File: src/rtl/rx_iq_arbiter.sv
// RX1/RX2 IQ sample arbiter onto a shared FIFO write port, with pair ordering and overrun detection.
// Optional saturating lost-sample counter: define RX_IQ_OVR_CNT_EN to build it; otherwise ovr_cnt reads 0.
module rx_iq_arbiter #(
    parameter int IQ_WIDTH = 24
) (
    input  logic                  clk_in,
    input  logic                  reset_n,
    input  logic                  rx1_en,
    input  logic                  rx2_en,
    input  logic                  rx1_valid,
    input  logic [IQ_WIDTH-1:0]   rx1_i,
    input  logic [IQ_WIDTH-1:0]   rx1_q,
    input  logic                  rx2_valid,
    input  logic [IQ_WIDTH-1:0]   rx2_i,
    input  logic [IQ_WIDTH-1:0]   rx2_q,
    input  logic                  flush,
    input  logic                  ovr_clr,
    input  logic                  fifo_full,
    output logic                  fifo_wr,
    output logic [2*IQ_WIDTH:0]   fifo_data,
    output logic                  overrun,
    output logic [7:0]            ovr_cnt,
    output logic [1:0]            dbg_state
);

    // Handshake: rxN_valid is a one-cycle strobe with no ready; fifo_wr may only
    // fire when fifo_full was low in the cycle before the write edge.
    typedef enum logic [1:0] {SINGLE = 2'd0, EXP1 = 2'd1, EXP2 = 2'd2} state_t;

    state_t              state, state_nxt;
    logic                full1, full2;
    logic [IQ_WIDTH-1:0] hold1_i, hold1_q, hold2_i, hold2_q;
    logic                pair, drain1, drain2, cap1, cap2, ov1, ov2;

    assign pair      = rx1_en & rx2_en;
    assign cap1      = rx1_valid & rx1_en & ~flush;
    assign cap2      = rx2_valid & rx2_en & ~flush;
    assign ov1       = cap1 & full1 & ~drain1;
    assign ov2       = cap2 & full2 & ~drain2;
    assign dbg_state = state;

    always_ff @(posedge clk_in or negedge reset_n) begin
        if (!reset_n) state <= SINGLE;
        else          state <= state_nxt;
    end

    always_comb begin
        state_nxt = state;
        if (flush) begin
            state_nxt = pair ? EXP1 : SINGLE;
        end else if (!pair) begin
            state_nxt = SINGLE;
        end else begin
            case (state)
                SINGLE:  state_nxt = EXP1;
                EXP1:    if (drain1) state_nxt = EXP2;
                EXP2:    if (drain2) state_nxt = EXP1;
                default: state_nxt = SINGLE;
            endcase
        end
    end

    // Grant: SINGLE only serves a lone enabled channel so a fresh pair always starts with RX1.
    always_comb begin
        drain1 = 1'b0;
        drain2 = 1'b0;
        if (!fifo_full && !flush) begin
            case (state)
                SINGLE: begin
                    drain1 = full1 & rx1_en & ~rx2_en;
                    drain2 = full2 & rx2_en & ~rx1_en;
                end
                EXP1:    drain1 = full1 & pair;
                EXP2:    drain2 = full2 & pair;
                default: ;
            endcase
        end
    end

    always_ff @(posedge clk_in or negedge reset_n) begin
        if (!reset_n) begin
            full1   <= 1'b0;
            full2   <= 1'b0;
            hold1_i <= '0;
            hold1_q <= '0;
            hold2_i <= '0;
            hold2_q <= '0;
        end else begin
            if (flush || !rx1_en) full1 <= 1'b0;
            else if (cap1)        full1 <= 1'b1;
            else if (drain1)      full1 <= 1'b0;
            if (flush || !rx2_en) full2 <= 1'b0;
            else if (cap2)        full2 <= 1'b1;
            else if (drain2)      full2 <= 1'b0;
            if (cap1) begin
                hold1_i <= rx1_i;
                hold1_q <= rx1_q;
            end
            if (cap2) begin
                hold2_i <= rx2_i;
                hold2_q <= rx2_q;
            end
        end
    end

    always_ff @(posedge clk_in or negedge reset_n) begin
        if (!reset_n) begin
            fifo_wr   <= 1'b0;
            fifo_data <= '0;
        end else begin
            fifo_wr <= drain1 | drain2;
            if (drain1)      fifo_data <= {1'b0, hold1_q, hold1_i};
            else if (drain2) fifo_data <= {1'b1, hold2_q, hold2_i};
        end
    end

    // A fresh overrun wins over a same-edge clear.
    always_ff @(posedge clk_in or negedge reset_n) begin
        if (!reset_n)        overrun <= 1'b0;
        else if (ov1 || ov2) overrun <= 1'b1;
        else if (ovr_clr)    overrun <= 1'b0;
    end

`ifdef RX_IQ_OVR_CNT_EN
    logic [7:0] cnt_q;
    logic [1:0] ovr_inc;
    logic [8:0] ovr_sum;

    always_comb begin
        ovr_inc = {1'b0, ov1} + {1'b0, ov2};
        ovr_sum = (ovr_clr ? 9'd0 : {1'b0, cnt_q}) + {7'd0, ovr_inc};
    end

    always_ff @(posedge clk_in or negedge reset_n) begin
        if (!reset_n) cnt_q <= 8'd0;
        else          cnt_q <= ovr_sum[8] ? 8'd255 : ovr_sum[7:0];
    end

    assign ovr_cnt = cnt_q;
`else
    assign ovr_cnt = 8'd0;
`endif

endmodule

File: config.mk
export PLATFORM = sky130hd
export DESIGN_NAME = rx_iq_arbiter
export DESIGN_NICKNAME = d
export VERILOG_FILES = /design/src/rtl/rx_iq_arbiter.sv
export SDC_FILE = /design/constraint.sdc
export NUM_CORES = 1
export LEC_CHECK = 0
export CORE_ASPECT_RATIO = 0.9
export CORE_MARGIN = 2
export CORE_UTILIZATION = 50
export DETAILED_ROUTE_END_ITERATION = 8
export MAX_ROUTING_LAYER = met4
export PLACE_DENSITY_LB_ADDON = 0.3
export SLEW_MARGIN = 10
export SYNTH_ARGS = -nofsm -noshare
export SYNTH_HDL_FRONTEND = slang
export SYNTH_SLANG_ARGS = --single-unit
File: constraint.sdc
create_clock -name clk_in -period 3 [get_ports clk_in]
set_clock_uncertainty 0.1 [all_clocks]
set_input_delay 0.45 -clock clk_in [delete_from_list [all_inputs] [get_ports clk_in]]
set_output_delay 0.45 -clock clk_in [all_outputs]
set_load 0.03 [all_outputs]
After elaboration in Yosys (flattened, before gate mapping)
Cells that the tools add are included.
- flip-flop bits (word level): 151
- input bits: 105
- output and inout port bits: 61
- logic and storage cells: 69
- eq/ne operators: 4
- muxes and demuxes: 20
- bitwise operators: 21
- reduce and logical (&&, ||, !) cells: 14
- operator list (kind ; count):
    49-bit 2-to-1 mux ; 2
    1-bit AND ; 15
    1-bit 2-to-1 mux ; 11
    2-bit 2-to-1 mux ; 4
    4-bit != test, second input constant ; 2
    2-bit one-hot mux with 3 select lines ; 1
    3-bit nonzero test ; 2
    1-bit NOT ; 5
    1-bit zero test ; 4
    1-bit one-hot mux with 2 select lines ; 2
    2-bit nonzero test ; 2
    1-bit logical OR ; 3
    2-bit by 1-bit == test with 1-bit output, second input constant ; 1
    2-bit == test, second input constant ; 1
    2-bit zero test ; 1
    2-bit AND reduction ; 1
    1-bit logical AND ; 1
    1-bit OR ; 1

Depth between registers and ports, before layout
Gate-level depths: netlist of the first run.
- word-level depth: 8
- mapped depth: 7
- gate-level depth less buffers: 4

Worst setup path before layout of the first run
OpenSTA, ideal clock, no wires.
- path kind: reg2reg
- start point: reg state[1], in the netlist dbg_state[1]
- end point: reg fifo_data[18]
- setup time: 133 ps
- arrival: 1604 ps
- required time: 2767 ps
- setup slack: 1163 ps
- stages on the path, launching flop included: 8
- buffers on the path: 3
- clock period less this slack: 1837 ps
- cells stage by stage: dfrtp_1 > nor4b_4 > nand4bb_1 > buf_2 > buf_4 > buf_2 > nand3_1 > o21ai_0
- longest elaborated chain between the ends: 4
- elaborated cells between the ends (all ways): 9
- classes of those cells: 2 x eq/ne; 5 x mux; 2 x reduce/logical
- ends and longest elaborated chain (what ; line ; source):
    start, declared ; 30 ; state_t state, state_nxt;
    start signal, assigned ; 44 ; else state <= state_nxt;
    2-bit by 1-bit == test with 1-bit output, or another cell as far along ; 68 ; case (state)
    1-bit one-hot mux with 2 select lines ; 68 ;
    1-bit 2-to-1 mux ; 67 ; if (!fifo_full && !flush) begin
    49-bit 2-to-1 mux or 2-bit nonzero test (tied branches) ; - ;
    end signal, assigned ; 112 ; if (drain1) fifo_data <= {1'b0, hold1_q, hold1_i};
    end signal, assigned ; 113 ; else if (drain2) fifo_data <= {1'b1, hold2_q, hold2_i};
    end, declared ; 20 ; output logic [2*IQ_WIDTH:0] fifo_data,
Several ways; a longest one is shown, not always the timed one.
A chain may end at the register's enable or synchronous reset.

Final worst setup path of the first run
- start point: reg state[1], in the netlist dbg_state[1]
- end point: out dbg_state[1]
- RTL lines (what ; line ; source):
    end, declared ; 23 ; output logic [1:0] dbg_state
No word-level cell between the ends.

==> results of run 1 <==
## cell usage in the layout (no fill, tap or decap), types with 2 or more instances in the layout
| cell type | synthesis | layout |
|---|---|---|
| clkdlybuf4s50_1 | 0 | 156 |
| dfrtp_1 | 151 | 151 |
| mux2_2 | 96 | 96 |
| mux2i_1 | 48 | 48 |
| nand3_1 | 48 | 48 |
| o21ai_0 | 39 | 39 |
| clkbuf_16 | 0 | 17 |
| o21ai_2 | 9 | 9 |
| conb_1 | 1 | 8 |
| buf_12 | 0 | 5 |
| nand2_1 | 5 | 4 |
| clkbuf_8 | 0 | 4 |
| clkinv_2 | 0 | 4 |
| nor2_1 | 3 | 3 |
| nor2b_1 | 3 | 3 |
| inv_1 | 3 | 3 |
| clkinvlp_4 | 0 | 3 |
| a21oi_1 | 2 | 2 |
| clkbuf_1 | 9 | 2 |
| buf_4 | 11 | 2 |
## synth_stat cells, drive strengths merged (2+ instances only)
master    n
a21oi     2
buf      28
clkbuf   11
dfrtp   151
inv       3
mux2     96
mux2i    48
nand2     5
nand3    48
nor2      3
nor2b     3
o21ai    48
## per-stage QoR
stage                     setup WS [ps]  cells
after floorplan                    1160    469
after detailed placement            438    754
after global placement              580    754
after global routing                690    786
final                               792    786
after CTS                           775    786
## flip-flops by register name (all words and copies together), names as in the netlist
| register | cells |
|---|---|
| hold2_q | 24 |
| hold1_q | 24 |
| full2 | 1 |
| hold1_i | 24 |
| overrun | 1 |
| fifo_data | 49 |
| hold2_i | 24 |
| full1 | 1 |
| dbg_state | 2 |
| fifo_wr | 1 |
## tightest hold or removal path, stage by stage (launching register included)
cell	delay, ps
dfrtp_1	340
nand3_1	60
o21ai_0	70
## kinds of logic after synthesis
family | share of synthesized area
buffers and inverters | 0.0382
AO/OA/AOI/OAI | 0.0519
XOR/XNOR | 0.00278
multiplexers | 0.248
other | 0.000596
AND/OR/NAND/NOR | 0.0581
flip-flops | 0.600
## cell type report
cell class	count	share of cell area
Clock inverter	8	0.00847
Inverter	3	0.00131
Timing Repair Buffer	165	0.198
Clock buffer	23	0.0570
Multi-Input combinational cell	276	0.271
Sequential cell	151	0.441
Tap cell	160	0.0234
## worst paths after layout
check | cells past startpoint | end | start
max in group asynchronous | 3 | hold2_q[14] | reset_n
max reg2reg | 4 | fifo_data[2] | dbg_state[0]
min | 2 | fifo_data[12] | fifo_data[12]
min reg2reg | 2 | fifo_data[12] | fifo_data[12]
min in group asynchronous | 2 | hold1_i[4] | reset_n
max | 1 | dbg_state[1] | dbg_state[1]
## repair_timing
action,4_1_cts,5_1_grt
buffers inserted,0,0
hold buffers,1,0
hold endpoints to repair,74,0
## routing by layer
layer  GRT usage  part of all wire  vias to the layer above
met5           -                 0                        -
met4      0.0904             0.024                        0
met3      0.0584             0.063                       29
met2       0.373              0.50                      145
met1       0.280              0.41                     2190
li1            -                 -                     1942
## power by group
group / switching, uW / total (uW) / internal [uW]
clock network: 781 / 2000 / 1220
logic: 760 / 1510 / 752
registers: 237 / 2700 / 2470
total: 1780 / 6210 / 4440
==> results.md, run 1 <==
- Status: completed
- Inserted Diodes: 0
- Post-DP HPWL: 9.28 mm
- Worst path max stage delay: 740 ps
- Area Overhead vs Synth: 36.1%
- H-tree levels: 4
- Starting density of the core: 0.517
- CP cell instances: clkdlybuf4s50_1
- Critical Path RT: 2450 ps
- Final hold vios: 0
- Main synth FF type: dfrtp_1
- 1st-iter DRT viols: 246
- Achievable Freq: 453 MHz
- Clk Latency, worst-skew pair: 410 ps
- Synth Cell Area: 6290 um2
- CP startpoint kind: flip-flop
- Fin area: 8570 um2
- Slew Viols, Final: 0
- Vias: 4306
- Worst-Margin Slew: 691 ps
- Flops & latches, synth: 151
- Yosys warns: 0
- FFs w/ async S/R, synth: 1.00
- Yosys cell types: 32
- Reg2Reg Setup Slack: 1010 ps
- Worst-path clk slew: 60 ps
- Register area share after synthesis: 0.600
- PostCTS Resize Cnt: 0
- Post-DRT Antenna Nets: 0
- DR DRC count: 0
- Synth top area share: 0.600
- Post-synth EDFFs: 0
- CTS tree: built
- Pwr Total: 6210 uW
- PortBufs: 157
- Critical path peak fanout: 7
- Fin crit share: 0.736
- Drt via density: 5.48
- Share of cells above drive strength 1: 0.233
- Die width: 122 um
- Critical path class: flip-flop to output port
- Fillers: 887
- Final setup vio count: 0
- Crit-path slowest cell: clkdlybuf4s50_1
- Leak pwr: 0.00398 uW
- Largest net degree at the start of global routing: 77
- Crit path buf inv count: 1
- Routability cong.: 0.800
- Ports: 166
- Layout Utilization: 0.704
- Area used by multi-input combinational logic: 2320 um2
- Max-cap viol count: 0
- Routed Wire Length: 14.5 mm
- Worst path top cell family by delay: buffers and inverters
- Cell taking the most area after synthesis: dfrtp_1
- Placeable Area: 12200 um2
- CTS buffer count: 17
- First-pass GRT wire length: 23.6 mm
- Num rows: 38
- Setup TNS: 0 ps
- Root Driver: clkbuf_16
- Fin Hold WS: 400 ps
- Cell count after synthesis: 462
- Die area: 13500 um2
- Worst hold-check path type: flip-flop to flip-flop
- Gr ovfl total: 0
- Top cells by area, synth: dfrtp_1, mux2_2, mux2i_1
- Placed Area: 8000 um2
- Peak supply drop: 0.400 mV
- Pwr Density: 725 nW/um2
- Synth Area per Inst: 13.6 um2
- Number of global-route vias before repair: 4675
- All-Layer GR Usage: 0.232
- Crit end category: output port
- WL per Instance: 18.4 um
- Clock Sinks: 151
- Clock Path Buffers: 2
- Minimum clock period: 2210 ps
- Drt pass-1 iters: 4
- Slew HR: 0.539
- NumNets Final: 719
- Die Span Y: 110 um
- Crit path arrival time: 1660 ps
- Sequential cell area: 3780 um2
- RSZ-0062 raised after global routing: false
- Antenna violations before repair: 0
No activity file was read; power rests on OpenSTA's default activity.
==> inputs of run 2 (changes only) <==
--- a/config.mk
+++ b/config.mk
@@ -7,7 +7,7 @@
 export LEC_CHECK = 0
 export CORE_ASPECT_RATIO = 0.9
 export CORE_MARGIN = 2
-export CORE_UTILIZATION = 50
+export CORE_UTILIZATION = 49
 export DETAILED_ROUTE_END_ITERATION = 8
 export MAX_ROUTING_LAYER = met4
 export PLACE_DENSITY_LB_ADDON = 0.3
==> constraint.sdc (replaced) <==
create_clock -name clk_in -period 2.1 [get_ports clk_in]
set_clock_uncertainty 0.1 [all_clocks]
set_input_delay 0.315 -clock clk_in [delete_from_list [all_inputs] [get_ports clk_in]]
set_output_delay 0.315 -clock clk_in [all_outputs]
set_load 0.03 [all_outputs]
==> run 2 against run 1 <==
  * Count of clock-buffer cells in the layout fell by 6
  * Setup slack got worse by 680 ps
  * Clock power rose by 53%
  * Critical path depth did not move
  * Global-route usage rose by 0.16 points
  * Largest power group unchanged
==> results.md, run 2 (synthesized netlist as in run 1, its figures left out) <==
- Status: completed
- Worst hold-check path type: input port to asynchronous set/reset pin
- Antenna violations before repair: 0 (unchanged)
- Critical path class: flip-flop to output port
- Slew Viols, Final: 0 (unchanged)
- Area Overhead vs Synth: 40.5%
- Die width: 123 um (+0.98%)
- Peak supply drop: 0.599 mV (+50%)
- Routability cong.: 0.825 (+3.1%)
- Most frequent cells in the layout: clkdlybuf4s50_1, dfrtp_1, mux2_2, mux2i_1, nand3_1
- Switching pwr: 2640 uW (+48%)
- Num rows: 39 (+2.6%)
- Setup TNS: 0 ps (unchanged)
- Pint: 6490 uW (+46%)
- CP startpoint kind: flip-flop
- Die area: 13800 um2 (+2.0%)
- Setup WS pre-CTS: -104 ps (-542 ps)
- Achievable Freq: 502 MHz
- Pwr Total: 9120 uW (+47%)
- Clock Sinks: 151 (unchanged)
- Worst path max stage delay: 710 ps (-30 ps)
- Largest net degree at the start of global routing: 56 (-27%)
- DR DRC count: 0 (unchanged)
- All-Layer GR Usage: 0.233 (+0.00162)
- Drt via density: 5.39 (-1.7%)
- Worst path top cell family by delay: buffers and inverters
- Placeable Area: 12600 um2 (+3.8%)
- CTS buffer count: 17 (unchanged)
- Area used by multi-input combinational logic: 2320 um2 (unchanged)
- CTS tree: built
- Starting density of the core: 0.498 (-0.0191)
- Fillers: 887 (unchanged)
- NumNets Final: 735 (+2.2%)
- Vias: 4346 (+0.93%)
- Crit path arrival time: 1580 ps (-80 ps)
- Ports: 166 (unchanged)
- Setup ws final: 108 ps (-684 ps)
- Post-DRT Antenna Nets: 0 (unchanged)
- Worst-Margin Slew: 558 ps (-133 ps)
- Inserted Diodes: 0 (unchanged)
- Worst-path clk slew: 60 ps (about the same)
- Pwr Density: 1030 nW/um2 (+42%)
- Drt pass-1 iters: 4 (unchanged)
- Fin crit share: 0.949
- Reg2Reg Setup Slack: 270 ps (-740 ps)
- Post-DP HPWL: 10.0 mm (+8.1%)
- Most common cell after layout, fill and taps aside: clkdlybuf4s50_1
- R2r endpoint: fifo_data[2]
- Number of global-route vias before repair: 4723 (+1.0%)
- Clock share of power: 0.337 (+0.015)
- Crit-path slowest cell: clkdlybuf4s50_1
- WL per Instance: 18.2 um (-1.3%)
- 1st-iter DRT viols: 188 (-24%)
- Reg with most FFs: fifo_data
- Final setup vio count: 0 (unchanged)
- Crit path buf inv count: 1 (unchanged)
- Routed Wire Length: 14.7 mm (+1.4%)
- Clk Latency, worst-skew pair: 420 ps (about the same)
- Non-Filler Instances: 807 (+2.7%)
- Critical path peak fanout: 6 (-1)
- Die Span Y: 112 um (+0.98%)
- Sequential cell area: 3780 um2 (unchanged)
- Max-cap viol count: 0 (unchanged)
- Crit end category: output port
- CP cell instances: clkdlybuf4s50_1
- Combinational Power Share: 0.239 (-0.004)
- First-pass GRT wire length: 23.6 mm (about the same)
- Root Driver: clkbuf_16
- Layout Utilization: 0.699 (-0.00451)
- PortBufs: 157 (unchanged)
- Slew HR: 0.628 (+0.0889)
- Final hold vios: 0 (unchanged)
- Share of power burned in registers: 0.425 (-0.010)
- Worst R2R Path Depth: 5 (+1)
- H-tree levels: 4 (unchanged)
- Share of cells above drive strength 1: 0.257 (+0.0234)
- Clock Path Buffers: 2 (unchanged)
- Critical Path RT: 1680 ps (-770 ps)
- Switch share: 0.289 (+0.00272)
- Placed cells: 774 (+2.7%)
- Gr ovfl total: 0 (unchanged)
- Max reg flops: 49 (unchanged)
- Worst R2R Start: dbg_state[1]
- RSZ-0062 raised after global routing: false
- Minimum clock period: 1990 ps
- Leak pwr: 0.00412 uW (+3.6%)
==> run 2: worst max-delay path by stage <==
stage | start | endpoint | slack (ps) | depth (start not counted)
floorplan | dbg_state[1] | fifo_data[18] | 260 | 7
global placement | fifo_full | fifo_data[47] | -20 | 7
detailed placement | fifo_full | fifo_data[26] | -100 | 6
CTS | dbg_state[1] | dbg_state[1] | 10 | 1
global route | dbg_state[0] | dbg_state[0] | 40 | 1
finish | dbg_state[0] | dbg_state[0] | 110 | 1
==> run 2: cell type report <==
class | count | share of cell area
Clock buffer | 17 | 0.0481
Multi-Input combinational cell | 276 | 0.262
Clock inverter | 15 | 0.0202
Timing Repair Buffer | 181 | 0.217
Inverter | 3 | 0.00127
Tap cell | 164 | 0.0232
Sequential cell | 151 | 0.427
==> run 2: timing repair <==
action	CTS	global route
resized for setup	0	1
endpoints found under the setup margin	0	1
hold buffers	1	0
buffers inserted	0	0
hold endpoints to repair	51	0
==> run 2: power by group through the flow <==
stage               Sequential (uW)  Clock, uW  Combinational [uW]
floorplan                      4340          0                 707
global placement               3880          0                2120
detailed placement             3920          0                2190
CTS                            3880       3120                2210
global route                   3950       3250                2340
finish                         3870       3070                2180
==> run 2: layer usage <==
layer | track usage | wire length (um)
met2 | 0.373 | 7420
met5 | - | 0
met4 | 0.112 | 442
met1 | 0.279 | 6030
met3 | 0.0528 | 781
==> run 2: through the flow <==
stage	area [um2]	hold slack, ps
6_report	8840	319
5_1_grt	8840	372
4_1_cts	8840	331
3_5_place_dp	8220	216
3_3_place_gp	8220	212
2_1_floorplan	6320	-80.6
